[src/rtl/loader_pkg.sv]
// rtl/loader_pkg.sv - shared constants and FSM encodings for the UART program loader
package loader_pkg;

  localparam logic [31:0] BASE_ADDR_DEF = 32'h1C09_0000;
  localparam int          DATA_BITS     = 8;

  localparam logic [2:0] S_LEN  = 3'd0;
  localparam logic [2:0] S_DATA = 3'd1;
  localparam logic [2:0] S_CSUM = 3'd2;
  localparam logic [2:0] S_DONE = 3'd3;
  localparam logic [2:0] S_ERR  = 3'd4;

  localparam logic [1:0] RX_IDLE  = 2'd0;
  localparam logic [1:0] RX_START = 2'd1;
  localparam logic [1:0] RX_DATA  = 2'd2;
  localparam logic [1:0] RX_STOP  = 2'd3;

endpackage

[src/rtl/uart_loader_rx.sv]
// rtl/uart_loader_rx.sv - 8N1 receiver with 2-FF synchroniser and mid-bit sampling
module uart_rx
  import loader_pkg::*;
#(
  parameter int CLKS_PER_BIT = 868
) (
  input  logic       clk,
  input  logic       rst,
  input  logic       rx,
  output logic [7:0] rx_byte,
  output logic       rx_valid,
  output logic       frame_err
);

  localparam int             CW   = $clog2(CLKS_PER_BIT + 1);
  localparam logic [CW-1:0]  HALF = CW'(CLKS_PER_BIT / 2 - 1);
  localparam logic [CW-1:0]  FULL = CW'(CLKS_PER_BIT - 1);
  localparam logic [2:0]     LAST = 3'(DATA_BITS - 1);

  logic          sync1_q, sync2_q, prev_q;
  logic [1:0]    state_q;
  logic [CW-1:0] cnt_q;
  logic [2:0]    idx_q;
  logic [7:0]    shift_q;
  logic          valid_q, ferr_q;

  always_ff @(posedge clk or posedge rst) begin
    if (rst) begin
      sync1_q <= 1'b1;
      sync2_q <= 1'b1;
      prev_q  <= 1'b1;
      state_q <= RX_IDLE;
      cnt_q   <= '0;
      idx_q   <= '0;
      shift_q <= '0;
      valid_q <= 1'b0;
      ferr_q  <= 1'b0;
    end else begin
      sync1_q <= rx;
      sync2_q <= sync1_q;
      prev_q  <= sync2_q;
      valid_q <= 1'b0;
      ferr_q  <= 1'b0;
      case (state_q)
        RX_IDLE: begin
          // Edge rather than level, so a low stop bit cannot retrigger a start
          if (prev_q && !sync2_q) begin
            state_q <= RX_START;
            cnt_q   <= '0;
          end
        end
        RX_START: begin
          if (cnt_q == HALF) begin
            cnt_q   <= '0;
            idx_q   <= '0;
            state_q <= sync2_q ? RX_IDLE : RX_DATA;
          end else begin
            cnt_q <= cnt_q + 1'b1;
          end
        end
        RX_DATA: begin
          if (cnt_q == FULL) begin
            cnt_q   <= '0;
            shift_q <= {sync2_q, shift_q[7:1]};
            if (idx_q == LAST) state_q <= RX_STOP;
            else               idx_q   <= idx_q + 1'b1;
          end else begin
            cnt_q <= cnt_q + 1'b1;
          end
        end
        default: begin
          if (cnt_q == FULL) begin
            cnt_q   <= '0;
            valid_q <= sync2_q;
            ferr_q  <= !sync2_q;
            state_q <= RX_IDLE;
          end else begin
            cnt_q <= cnt_q + 1'b1;
          end
        end
      endcase
    end
  end

  assign rx_byte   = shift_q;
  assign rx_valid  = valid_q;
  assign frame_err = ferr_q;

endmodule

[src/rtl/uart_loader.sv]
// rtl/uart_loader.sv - boot loader: UART frame to 32-bit word writes; UART_LOADER_CHECKSUM_EN adds trailing checksum
module uart_loader
  import loader_pkg::*;
#(
  parameter int          CLKS_PER_BIT = 868,
  parameter logic [31:0] BASE_ADDR    = BASE_ADDR_DEF,
  parameter int          MAX_WORDS    = 16384
) (
  input  logic        clk,
  input  logic        rst,
  input  logic        rx,
  input  logic        reload,
  output logic [31:0] uart_data,
  output logic [31:0] uart_addr,
  output logic        uart_we,
  output logic        uart_done,
  output logic        load_err
);

`ifdef UART_LOADER_CHECKSUM_EN
  localparam logic [2:0] S_AFTER = S_CSUM;
`else
  localparam logic [2:0] S_AFTER = S_DONE;
`endif

  logic [7:0] rx_byte;
  logic       rx_valid, frame_err;

  uart_rx #(.CLKS_PER_BIT(CLKS_PER_BIT)) u_rx (
    .clk       (clk),
    .rst       (rst),
    .rx        (rx),
    .rx_byte   (rx_byte),
    .rx_valid  (rx_valid),
    .frame_err (frame_err)
  );

  logic [2:0]  state_q, state_d;
  logic [1:0]  bcnt_q, bcnt_d;
  logic [31:0] word_q, word_d;
  logic [31:0] n_q, n_d;
  logic [31:0] wcnt_q, wcnt_d;
  logic [31:0] data_q, data_d;
  logic [31:0] addr_q, addr_d;
  logic        we_q, we_d;
  logic [31:0] asm_word;
`ifdef UART_LOADER_CHECKSUM_EN
  logic [7:0]  csum_q, csum_d;
`endif

  assign asm_word = {rx_byte, word_q[23:0]};

  always_comb begin
    state_d = state_q;
    bcnt_d  = bcnt_q;
    word_d  = word_q;
    n_d     = n_q;
    wcnt_d  = wcnt_q;
    data_d  = data_q;
    addr_d  = addr_q;
    we_d    = 1'b0;
`ifdef UART_LOADER_CHECKSUM_EN
    csum_d  = csum_q;
`endif
    if (reload) begin
      state_d = S_LEN;
      bcnt_d  = '0;
      wcnt_d  = '0;
      addr_d  = BASE_ADDR - 32'd4;
`ifdef UART_LOADER_CHECKSUM_EN
      csum_d  = '0;
`endif
    end else begin
      case (state_q)
        S_LEN: begin
          if (frame_err) begin
            state_d = S_ERR;
          end else if (rx_valid) begin
            word_d[8*bcnt_q +: 8] = rx_byte;
            bcnt_d = bcnt_q + 2'd1;
            if (bcnt_q == 2'd3) begin
              n_d = asm_word;
              if (asm_word > 32'(MAX_WORDS)) state_d = S_ERR;
              else if (asm_word == 32'd0)    state_d = S_AFTER;
              else                           state_d = S_DATA;
            end
          end
        end
        S_DATA: begin
          // Completion is checked a cycle after the last strobe so done trails uart_we
          if (frame_err) begin
            state_d = S_ERR;
          end else if (wcnt_q == n_q) begin
            state_d = S_AFTER;
          end else if (rx_valid) begin
            word_d[8*bcnt_q +: 8] = rx_byte;
            bcnt_d = bcnt_q + 2'd1;
`ifdef UART_LOADER_CHECKSUM_EN
            csum_d = csum_q + rx_byte;
`endif
            if (bcnt_q == 2'd3) begin
              data_d = asm_word;
              addr_d = addr_q + 32'd4;
              we_d   = 1'b1;
              wcnt_d = wcnt_q + 32'd1;
            end
          end
        end
`ifdef UART_LOADER_CHECKSUM_EN
        S_CSUM: begin
          if (frame_err)     state_d = S_ERR;
          else if (rx_valid) state_d = (rx_byte == csum_q) ? S_DONE : S_ERR;
        end
`endif
        default: ;
      endcase
    end
  end

  always_ff @(posedge clk or posedge rst) begin
    if (rst) begin
      state_q <= S_LEN;
      bcnt_q  <= '0;
      word_q  <= '0;
      n_q     <= '0;
      wcnt_q  <= '0;
      data_q  <= '0;
      addr_q  <= BASE_ADDR - 32'd4;
      we_q    <= 1'b0;
`ifdef UART_LOADER_CHECKSUM_EN
      csum_q  <= '0;
`endif
    end else begin
      state_q <= state_d;
      bcnt_q  <= bcnt_d;
      word_q  <= word_d;
      n_q     <= n_d;
      wcnt_q  <= wcnt_d;
      data_q  <= data_d;
      addr_q  <= addr_d;
      we_q    <= we_d;
`ifdef UART_LOADER_CHECKSUM_EN
      csum_q  <= csum_d;
`endif
    end
  end

  assign uart_data = data_q;
  assign uart_addr = addr_q;
  assign uart_we   = we_q;
  assign uart_done = (state_q == S_DONE);
  assign load_err  = (state_q == S_ERR);

endmodule

[config.mk]
export PLATFORM = sky130hd
export DESIGN_NAME = uart_loader
export DESIGN_NICKNAME = d
export VERILOG_FILES = /design/src/rtl/loader_pkg.sv /design/src/rtl/uart_loader_rx.sv /design/src/rtl/uart_loader.sv
export SDC_FILE = /design/constraint.sdc
export NUM_CORES = 1
export LEC_CHECK = 0
export BUFFER_PORTS_ARGS = -buffer_cell sky130_fd_sc_hd__clkbuf_2
export CAP_MARGIN = 25
export CORE_MARGIN = 4
export CORE_UTILIZATION = 55
export CTS_CLUSTER_SIZE = 25
export DETAILED_ROUTE_END_ITERATION = 8
export PLACE_DENSITY_LB_ADDON = 0.05
export SLEW_MARGIN = 20
export SYNTH_ARGS = -nofsm -noshare
export SYNTH_HDL_FRONTEND = slang
export SYNTH_SLANG_ARGS = --single-unit
[constraint.sdc]
create_clock -name clk -period 11.32 [get_ports clk]
set_input_delay 1.698 -clock clk [delete_from_list [all_inputs] [get_ports clk]]
set_output_delay 1.698 -clock clk [all_outputs]
set_load 0.02 [all_outputs]
==> results_dict.tcl, run 1 <==
set metrics [dict create \
    status "completed" \
    synth_edf_count 0 \
    diodes 0 \
    dieArea_sq_um 18500 \
    grt_max_degree 119 \
    grt_overflow_total 0 \
    vdd_drop_max_mv 0.1149 \
    dr.first_iter.drc_count 506 \
    power_density_nw_per_um2 134.9 \
    grt_pass1_vias 6529 \
    port_buffers 68 \
    ys_ff_latch 184 \
    netlist_instances 857 \
    syn_area_sq_um 9012 \
    slew_headroom_pct 36.41 \
    wire_per_inst_um 17.84 \
    cp-start-kind "input port" \
    ys_seq_area_share_pct 51.38 \
    synthTopCellsByCount "163 x dfrtp_1, 86 x nand2_1, 53 x nor2_1, 44 x inv_1, 44 x mux2_1" \
    ioPinCount 71 \
    ys_types 67 \
    drcViolationCount 0 \
    rsz0062_at_grt "no" \
    routed_wl_um 20390 \
    numCtsBuffers 17 \
    gp_congestion 0.8831 \
    htree_levels 4 \
    core_sq_um 15940 \
    pre_cts_ws_ns 6.916 \
    fin_setup_tns_ns 0 \
    viasPerCell 5.909 \
    fin_area_sq_um 10120 \
    yosys-top-cells-area "dfrtp_1 45%, dfstp_2 6.1%, mux2_1 5.5%" \
    root_buffer "clkbuf_16" \
    cap_violations 0 \
    min_path_type "reg -> reg" \
    antenna_found_initial 0 \
    die_w_um 136.0 \
    hold_viol_final 0 \
    synth_async_sr_flop_share_pct 100.0 \
    slew_viol_final 0 \
    ff2ff_setup_slack_ns 8.48 \
    synth-main-ff-cell "dfrtp_1" \
    cts_resized 0 \
    synth_largest_area_cell "dfrtp_1" \
    path_max_fanout 68 \
    avgSynthCellArea_sq_um 10.52 \
    total_leakage_power_nw 4.674 \
    crit_arrival_ns 4.24 \
    grt_use_total_pct 23.04 \
    die_y_um 136.0 \
    end_kind "flop" \
    skew_ns 0.01571 \
    grt_pass1_wl_um 33690 \
    drive_above_1_share_pct 17.80 \
    setup_viol 0 \
    fin_ws_ns 7.396 \
    final_nets 929 \
    place_hpwl_um 13930 \
    clk_latency_ns 0.44 \
    ys_warn_count 0 \
    postRouteAntennaNets 0 \
    via_count 6754 \
    ctsHoldBuffers 0 \
    cts.sinks 184 \
    rows 46 \
    cts_tree "done" \
    fmax_mhz 254.9 \
    placed_cell_area_sq_um 9484 \
    post_cts_buffers 0 \
    initial_core_util_pct 56.53 \
    crit_type "in -> reg" \
    yosysTopAreaCellShare_pct 45.26 \
    dr.pass1.iters 5 \
    worst_pin_slew_ns 0.9518 \
    areaGrowthSynthToFinish_pct 12.26 \
    synthMostInstantiatedCell "dfrtp_1" \
    crit_required_ns 11.64 \
    cts.clk_slew.worst_paths_ns 0.08 \
    clk_path_buf_depth 2 \
    period_share_pct 34.66 \
    final.min_clock_period_ns 3.924 \
]
## state kept, by name (all words and copies together) (netlist names)
signal,cells
u_rx.prev_q,1
bcnt_q,2
word_q,24
n_q,32
u_rx.sync2_q,1
u_rx.sync1_q,1
u_rx.rx_byte,8
uart_we,1
u_rx.rx_valid,1
uart_data,32
u_rx.state_q,2
u_rx.frame_err,1
u_rx.idx_q,3
u_rx.cnt_q,10
uart_addr,30
state_q,3
wcnt_q,32
## routing by layer
layer  part of all wire (%)  vias up  global-route usage, %
li1                       -     3156                      -
met1                     47     3407                  32.95
met2                     48      157                  35.22
met3                    4.0       34                  5.440
met4                    1.9        0                  6.831
met5                      0        -                      0
## critical path, stage by stage
cell and delay, ns:
clkbuf_2 0.08, buf_4 0.56, inv_1 0.65, nand2_2 0.83, mux2_1 0.41
## path summary, 6_finish.rpt
kind                                     startpoint                        end  cells after the start
max                                          reload  uart_data[19]$_DFFE_PP0P_                      5
min                          u_rx.sync1_q$_DFF_PP1_     u_rx.sync2_q$_DFF_PP1_                      0
min in group asynchronous                       rst  u_rx.cnt_q[8]$_DFFE_PP0N_                      2
max reg2reg                u_rx.frame_err$_DFF_PP0_     wcnt_q[30]$_DFFE_PP0P_                      6
max in group asynchronous                       rst     wcnt_q[25]$_DFFE_PP0P_                      3
min reg2reg                  u_rx.sync1_q$_DFF_PP1_     u_rx.sync2_q$_DFF_PP1_                      0
## where the power goes
| part | internal [mW] | total [mW] | switching, mW |
|---|---|---|---|
| clock | 0.322 | 0.619 | 0.296 |
| combinational | 0.0181 | 0.0655 | 0.0474 |
| sequential | 0.667 | 0.681 | 0.0141 |
| total | 1.01 | 1.37 | 0.358 |
## final cells by class
cell class              instances  area, sq um
clock buffers                  17        425.4
clock inverters                15        195.2
fillers                      1314         5826
inverters                      45        176.4
multi-input cells             590         4021
flip-flops and latches        184         4631
well taps                     216        270.3
repair buffers                 76        397.9
## cells by family (layout without fill, tap and decap cells)
kind of cell	Yosys count	after routing	synth area share [%]
AO/OA/AOI/OAI	130	130	9.191
XOR/XNOR	45	45	4.457
adder cells (fa/ha/maj)	11	11	1.527
buffers and inverters	84	153	4.095
flip-flops	184	184	51.38
multiplexers	89	89	10.73
other	1	2	0.04161
AND/OR/NAND/NOR	313	313	18.58
## stage by stage
| stage | total power [mW] | hold slack [ns] | utilization [%] | instances |
|---|---|---|---|---|
| 6_report | 1.365 | 0.3642 | 63.46 | 1143 |
| 5_1_grt | 1.423 | 0.3639 | 63.46 | 1143 |
| 4_1_cts | 1.378 | 0.3653 | 63.38 | 1142 |
| 3_5_place_dp | 0.7592 | 0.3516 | 59.49 | 1110 |
| 3_3_place_gp | 0.7547 | 0.3456 | 59.49 | 1110 |
| 2_1_floorplan | 0.7416 | 0.3452 | - | 858 |
## cell usage in the layout (no fill, tap or decap), types with 21 or more instances in the layout
master    netlist  layout
nand3_1        36      36
mux2i_1        28      28
nand4_1        27      27
inv_1          44      43
o21ai_0        39      39
dfrtp_1       163     163
mux2_1         44      44
nor2_1         53      53
xnor2_1        40      40
dfstp_2        21      21
clkbuf_2        0      69
nand2_1        86      86
a21oi_1        31      31
Note: power is estimated with default switching activity, not from simulation.
==> run 2: changes to the inputs <==
--- a/config.mk
+++ b/config.mk
@@ -8,7 +8,7 @@
 export BUFFER_PORTS_ARGS = -buffer_cell sky130_fd_sc_hd__clkbuf_2
 export CAP_MARGIN = 25
 export CORE_MARGIN = 4
-export CORE_UTILIZATION = 55
+export CORE_UTILIZATION = 54
 export CTS_CLUSTER_SIZE = 25
 export DETAILED_ROUTE_END_ITERATION = 8
 export PLACE_DENSITY_LB_ADDON = 0.05
==> constraint.sdc (replaced) <==
create_clock -name clk -period 3.49 [get_ports clk]
set_input_delay 0.5235 -clock clk [delete_from_list [all_inputs] [get_ports clk]]
set_output_delay 0.5235 -clock clk [all_outputs]
set_load 0.02 [all_outputs]
==> run 2 against run 1 <==
Against the previous run: combinational power grew to 3.4 times the previous value; sequential power grew to 3.2 times the previous value; flip-flop and latch count is the same; die area grew 1.7%; setup slack lost 6.7 ns; via count shrank 0.87%; clock power grew to 3.2 times the previous value; critical path depth grew 1; clock skew shrank 0.0047 ns; cell count grew 0.44%; count of clock-buffer cells in the layout is the same; total power grew to 3.2 times the previous value.
==> results_dict.tcl, run 2 (synthesized netlist as in run 1, its figures left out) <==
set metrics [dict create \
    rsz0062_at_grt "no" \
    skew_ns 0.01097 \
    postRouteAntennaNets 0 \
    die_w_um 137.2 \
    total_leakage_power_nw 4.694 \
    port_buffers 68 \
    htree_levels 4 \
    crit_arrival_ns 3.14 \
    viasPerCell 5.832 \
    root_buffer "clkbuf_16" \
    hold_viol_final 0 \
    path_max_fanout 12 \
    end_kind "flop" \
    ctsHoldBuffers 0 \
    core_sq_um 16120 \
    dieArea_sq_um 18820 \
    mostFrequentLayoutCell "dfrtp_1" \
    final_nets 934 \
    status "completed" \
    power_mw 4.388 \
    fin_setup_tns_ns 0 \
    dr.first_iter.drc_count 482 \
    slew_headroom_pct 31.80 \
    grt_pass1_wl_um 34010 \
    cts.clk_slew.worst_paths_ns 0.08 \
    drcViolationCount 0 \
    areaGrowthSynthToFinish_pct 12.79 \
    final_cell_mix "163 x dfrtp_1, 86 x nand2_1, 69 x clkbuf_2" \
    ff2ff_setup_slack_ns 0.68 \
    cp-start-kind "flop" \
    cts.sinks 184 \
    crit_type "reg -> reg" \
    grt_overflow_total 0 \
    slew_viol_final 0 \
    fmax_mhz 355.7 \
    diodes 0 \
    period_share_pct 80.55 \
    power_density_nw_per_um2 431.7 \
    numCtsBuffers 17 \
    cts_resized 0 \
    via_count 6695 \
    post_cts_buffers 0 \
    vdd_drop_max_mv 0.3444 \
    crit_required_ns 3.82 \
    place_hpwl_um 14380 \
    grt_max_degree 115 \
    grt_use_total_pct 23.21 \
    routed_wl_um 20870 \
    drive_above_1_share_pct 18.13 \
    clk_path_buf_depth 2 \
    ioPinCount 71 \
    cts_tree "done" \
    initial_core_util_pct 55.92 \
    placedCellCount 1115 \
    setup_viol 0 \
    gp_congestion 0.9094 \
    n_fill_cell 1328 \
    cap_violations 0 \
    final.min_clock_period_ns 2.811 \
    worst_pin_slew_ns 1.021 \
    antenna_found_initial 0 \
    dr.pass1.iters 5 \
    min_path_type "in -> reg" \
    rows 46 \
    die_y_um 137.2 \
    wire_per_inst_um 18.18 \
    final_cells 1148 \
    clk_latency_ns 0.44 \
    grt_pass1_vias 6506 \
]
-- run 2: cell types whose count changed in the layout (fill, tap and decap cells not counted) --
cell	change
clkinv_8	+3
inv_8	-3
buf_12	+2
buf_4	+2
a211oi_1	+1
a211oi_2	-1
buf_2	+1
bufinv_16	-1
clkinv_4	-1
clkinvlp_4	+1
inv_6	+1
-- run 2: per-stage QoR --
step | util (%) | instance area [sq um] | hold slack, ns | worst slack, ns
6_report | 63.07 | 10160 | 0.1577 | 0.6788
5_1_grt | 63.07 | 10160 | 0.1392 | 0.4915
4_1_cts | 63.04 | 10160 | 0.1417 | 0.6781
3_5_place_dp | 59.22 | 9543 | 0.3487 | 0.7145
3_3_place_gp | 59.18 | 9538 | 0.3458 | 0.8009
2_1_floorplan | - | 9020 | 0.3452 | 0.6191
-- run 2: cell type report --
type / count / area, sq um / area share (%)
Timing Repair Buffer: 81 / 457.9 / 4.505
Clock buffer: 17 / 425.4 / 4.185
Tap cell: 216 / 270.3 / 2.659
Sequential cell: 184 / 4631 / 45.56
Clock inverter: 15 / 191.4 / 1.883
Inverter: 45 / 172.7 / 1.699
Multi-Input combinational cell: 590 / 4016 / 39.51
-- run 2: worst max-delay path: stages (launching register included) --
cell,delay (ns)
dfrtp_1,0.47
nor3_4,0.29
nand4_4,0.21
or4_1,0.58
a21oi_2,0.48
nor3b_1,0.30
mux2_1,0.34
-- run 2: power by group --
group	leakage, nW	switching (mW)	internal, mW
sequential	2.37	0.0439	2.16
clock	0.299	0.979	0.981
combinational	2.03	0.158	0.0642
-- run 2: per-layer routing --
layer / track usage [%] / wire (um)
met1: 32.79 / 9720
met3: 4.164 / 834
met2: 37.22 / 10070
met4: 6.264 / 245
met5: 0 / 0
-- run 2: final timing paths --
check                                         start                         to  cells past startpoint
hold / removal                                   rx     u_rx.sync1_q$_DFF_PP1_                      1
min in group asynchronous                       rst  uart_addr[17]$_DFFE_PP0P_                      3
setup / recovery           u_rx.frame_err$_DFF_PP0_     wcnt_q[30]$_DFFE_PP0P_                      6
max in group asynchronous                       rst        n_q[31]$_DFFE_PP0P_                      3
setup reg to reg           u_rx.frame_err$_DFF_PP0_     wcnt_q[30]$_DFFE_PP0P_                      6
hold reg to reg              u_rx.sync1_q$_DFF_PP1_     u_rx.sync2_q$_DFF_PP1_                      0
